$ cat config.mk
export PLATFORM = sky130hd
export DESIGN_NAME = clk_div_multi
export DESIGN_NICKNAME = d
export VERILOG_FILES = /design/src/rtl/clk_div_multi.sv
export SDC_FILE = /design/constraint.sdc
export NUM_CORES = 1
export LEC_CHECK = 0
export BUFFER_PORTS_ARGS = -buffer_cell sky130_fd_sc_hd__buf_2
export CAP_MARGIN = 20
export CORE_ASPECT_RATIO = 0.6
export CORE_MARGIN = 2
export CORE_UTILIZATION = 55
export DETAILED_ROUTE_END_ITERATION = 6
export PLACE_DENSITY = 0.76
export SLEW_MARGIN = 20
export SYNTH_ARGS = -nofsm -noshare
export SYNTH_HDL_FRONTEND = slang
export SYNTH_SLANG_ARGS = --single-unit
$ cat constraint.sdc
create_clock -name i_clk -period 13.8 [get_ports i_clk]
set_input_delay 1.38 -clock i_clk [delete_from_list [all_inputs] [get_ports i_clk]]
set_output_delay 1.38 -clock i_clk [all_outputs]
set_load 0.02 [all_outputs]
$ cat src/rtl/clk_div_multi.sv
// Multi-channel programmable clock divider: each channel emits a 50% duty square wave
// with a run-time writable half-period, plus a one-cycle tick on every rising output edge.
module clk_div_multi #(
  parameter int unsigned NCH      = 4,
  parameter int unsigned CW       = 25,
  parameter int unsigned DEF_HALF = 25000000
) (
  input  logic           i_clk,
  input  logic           i_rst,
  input  logic [NCH-1:0] i_en,
  input  logic           i_wr_en,
  input  logic [3:0]     i_wr_ch,
  input  logic [CW-1:0]  i_wr_val,
  output logic [NCH-1:0] o_clk_out,
  output logic [NCH-1:0] o_tick,
  output logic           o_busy
);

  localparam logic [CW-1:0] DefHalf = CW'(DEF_HALF);
  localparam logic [CW-1:0] CntOne  = CW'(1);

  logic [CW-1:0]  r_half [NCH];
  logic [CW-1:0]  r_cnt  [NCH];
  logic [NCH-1:0] r_clk_out;
  logic [NCH-1:0] r_tick;

  logic [CW-1:0]  w_half_d [NCH];
  logic [CW-1:0]  w_cnt_d  [NCH];
  logic [NCH-1:0] w_clk_out_d;
  logic [NCH-1:0] w_tick_d;
  logic           w_wr_ok;
  logic [NCH-1:0] w_wr_hit;

  // Zero half-periods and out-of-range channels are dropped outright.
  assign w_wr_ok = i_wr_en && (32'(i_wr_ch) < NCH) && (i_wr_val != '0);

  always_comb begin
    w_wr_hit = '0;
    for (int c = 0; c < NCH; c++) begin
      w_wr_hit[c] = w_wr_ok && (i_wr_ch == c[3:0]);
    end
  end

  always_comb begin
    for (int c = 0; c < NCH; c++) begin
      w_half_d[c]    = r_half[c];
      w_cnt_d[c]     = r_cnt[c];
      w_clk_out_d[c] = r_clk_out[c];
      w_tick_d[c]    = 1'b0;
      if (w_wr_hit[c]) begin
        // A write pre-empts any wrap on the same edge; output level is kept while running.
        w_half_d[c] = i_wr_val;
        w_cnt_d[c]  = CntOne;
        if (!i_en[c]) begin
          w_clk_out_d[c] = 1'b0;
        end
      end else if (!i_en[c]) begin
        w_cnt_d[c]     = CntOne;
        w_clk_out_d[c] = 1'b0;
      end else if (r_cnt[c] == r_half[c]) begin
        w_cnt_d[c]     = CntOne;
        w_clk_out_d[c] = ~r_clk_out[c];
        w_tick_d[c]    = ~r_clk_out[c];
      end else begin
        w_cnt_d[c] = r_cnt[c] + CntOne;
      end
    end
  end

  always_ff @(posedge i_clk or posedge i_rst) begin
    if (i_rst) begin
      for (int c = 0; c < NCH; c++) begin
        r_half[c] <= DefHalf;
        r_cnt[c]  <= CntOne;
      end
      r_clk_out <= '0;
      r_tick    <= '0;
    end else begin
      for (int c = 0; c < NCH; c++) begin
        r_half[c] <= w_half_d[c];
        r_cnt[c]  <= w_cnt_d[c];
      end
      r_clk_out <= w_clk_out_d;
      r_tick    <= w_tick_d;
    end
  end

  assign o_clk_out = r_clk_out;
  assign o_tick    = r_tick;
  assign o_busy    = |i_en;

endmodule
==> out/qor.yml <==
cts:
  cts_resized: 0
  cts_tree: "done"
  cts_buffers: 20
  htreeDepth: 1
  hold_buffers: 0
  post_cts.repair.setup_buffers: 0
  clk_pin_slew_ns: 0.07
  clockRootBuffer: "clkbuf_16"
  clk_latency_ns: 0.50
  ctsLongestPathBuffers: 3
  cts.sinks: 208
placed_design:
  port_buffers: 44
  gp_congestion: 0.8484
  place_hpwl_um: 17280
  dpl_cell_area_um2: 10700
sta:
  worst_hold_slack_ns: 0.4821
  fin_setup_tns_ns: 0
  finalHoldViolCount: 0
  worstMarginPinSlew_ns: 1.046
  fmax_mhz: 265.7
  period_share_pct: 27.27
  relSlewSlack_pct: 29.96
  clock-skew-final_ns: 0.01011
  rsz0062_at_grt: "false"
  drv_slew: 0
  min_period_ns: 3.764
  setup_viol: 0
drt:
  drc: 0
  drt-initial-drc-count: 627
  drt_pass1_iterations: 7
  ant_nets: 0
  vias: 7121
  vias_per_cell: 5.994
  post_drt_wl_per_cell_um: 21.40
  totalWireLength_um: 25420
run:
  cap_violations: 0
global_routing:
  grtUsageTotal_pct: 26.12
  grt_pass1_wl_um: 40130
  grt_pass1_vias: 6944
  grt_overflow: 0
  grt_start_max_net_pins: 150
  antenna_found_initial: 0
synth:
  syn-mean-instance-area_um2: 11.40
  ys_types: 39
  ys_warn_count: 0
  netlist_area_um2: 10300
  syn-num-nets: 944
  synth_seq_area_share_pct: 51.16
  ys_seq_elements: 208
  syn_inst: 904
cells_and_area:
  areaGrowthSynthToFinish_pct: 11.19
  antenna_cells: 0
  drive_gt1_share_pct: 26.37
  finalInstanceArea_um2: 11450
  final_common_cell: "dfrtp_1"
  nNetsFinal: 974
  fin_util_pct: 62.90
  final_cell_mix: "dfrtp_1 (156), nor3_1 (112), xnor2_1 (107), mux2_2 (100), xor2_1 (82)"
  fillers: 1444
power:
  ir_drop_uv: 105.8
  power_mw: 1.613
  powerDensity_nw_per_um2: 140.9
  leakagePower_nw: 4.744
critical_path:
  crit_required_ns: 14.22
  worstSetupPathType: "in -> reg"
  worstPathArrival_ns: 4.19
  end_kind: "flop"
  worst_setup_path_start_kind: "primary input"
  cp_max_fo: 27
outcome:
  status: "finished clean"
floorplan:
  num_io_pins: 45
  core_area_um2: 18210
  num_rows: 38
  die_area_um2: 19880
  start_util_pct: 56.57
  die_width_um: 180.7
  die_y_um: 110.0
worst_hold_path:
  hold_class: "reg -> reg"
-- where the power goes --
part           total (mW)  switching [mW]  internal [mW]
Clock               0.631           0.247          0.383
Combinational       0.194          0.0905          0.104
Sequential          0.788          0.0797          0.709
-- metrics by stage --
| stage | std cells | setup slack (ns) |
|---|---|---|
| global placement | 1152 | 9.643 |
| CTS | 1188 | 10.09 |
| finish | 1188 | 10.04 |
| floorplan | 904 | 6.825 |
| detailed placement | 1152 | 9.620 |
| global route | 1188 | 9.877 |
-- Yosys cell counts (all sizes together) --
cell / number / area share [%]
o21ai: 7 / 0.60
nand3: 34 / 1.8
or3b: 2 / 0.17
dfstp: 52 / 13
ha: 4 / 0.49
nor3: 112 / 5.4
nand2b: 3 / 0.18
nor4bb: 1 / 0.097
o211ai: 2 / 0.41
and3: 15 / 0.91
nor2: 25 / 0.91
xor2: 82 / 7.0
nand4: 40 / 2.6
mux2i: 2 / 0.19
buf: 11 / 0.53
nor3b: 3 / 0.22
inv: 16 / 0.58
and4: 4 / 0.34
nand2: 43 / 1.6
a211oi: 3 / 0.22
nor2b: 2 / 0.12
or4: 2 / 0.15
dfrtp: 156 / 38
and2: 2 / 0.12
clkbuf: 29 / 1.1
nor4b: 1 / 0.085
xnor2: 107 / 9.1
or3: 5 / 0.30
mux2: 100 / 11
o32ai: 2 / 0.17
nor4: 37 / 2.6
-- final timing paths --
check                                          from                      to  slack [ns]  depth (start not counted)
setup reg to reg                r_cnt[34]$_DFF_PP0_     r_cnt[27]$_DFF_PP0_       11.20                          5
max in group asynchronous                     i_rst  r_half[84]$_DFFE_PP0N_       11.48                          3
min in group asynchronous                     i_rst   r_half[1]$_DFFE_PP0N_        1.01                          2
hold reg to reg            o_clk_out[2]$_DFFE_PP0P_     o_tick[2]$_DFF_PP0_        0.48                          1
hold / removal             o_clk_out[2]$_DFFE_PP0P_     o_tick[2]$_DFF_PP0_        0.48                          1
setup / recovery                       i_wr_val[22]      r_cnt[0]$_DFF_PP1_       10.04                          6
-- critical path, cell delays in order --
cell and delay [ns]:
buf_2 0.14, nor4_1 0.43, nand3_2 0.31, o211ai_4 0.90
o21ai_2 0.54, or3_1 0.46
-- metal layers --
metal,part of all wire (%),track usage (%)
met1,50,42.01
met2,41,37.32
met3,7.2,4.369
met4,1.3,4.263
met5,0,0
-- layout make-up --
| type | count | area [um^2] | share of cell area, % |
|---|---|---|---|
| Inverter | 16 | 72.57 | 0.6336 |
| Clock inverter | 12 | 196.4 | 1.715 |
| Multi-Input combinational cell | 640 | 4807 | 41.97 |
| Timing Repair Buffer | 48 | 250.2 | 2.185 |
| Sequential cell | 208 | 5270 | 46.01 |
| Tap cell | 240 | 300.3 | 2.622 |
| Clock buffer | 24 | 556.8 | 4.861 |
-- sequential cells by signal, indices dropped and copies added, names as in the netlist --
signal and flops:
o_clk_out 4, o_tick 4, r_cnt 100, r_half 100
-- cell families (layout without fill, tap and decap cells) --
family                     count (synthesis)  count (layout)  share of synthesized area (%)
adders and majority gates                  4               4                         0.4859
AOI/OAI and AO/OA                         14              14                          1.397
and+or+nand+nor                          331             331                          17.59
DFF                                      208             208                          51.16
xor gates and xnor gates                 189             189                          16.07
buffers and inverters                     56             100                          2.174
muxes                                    102             102                          11.13
Power figures use the tool's default switching activity.
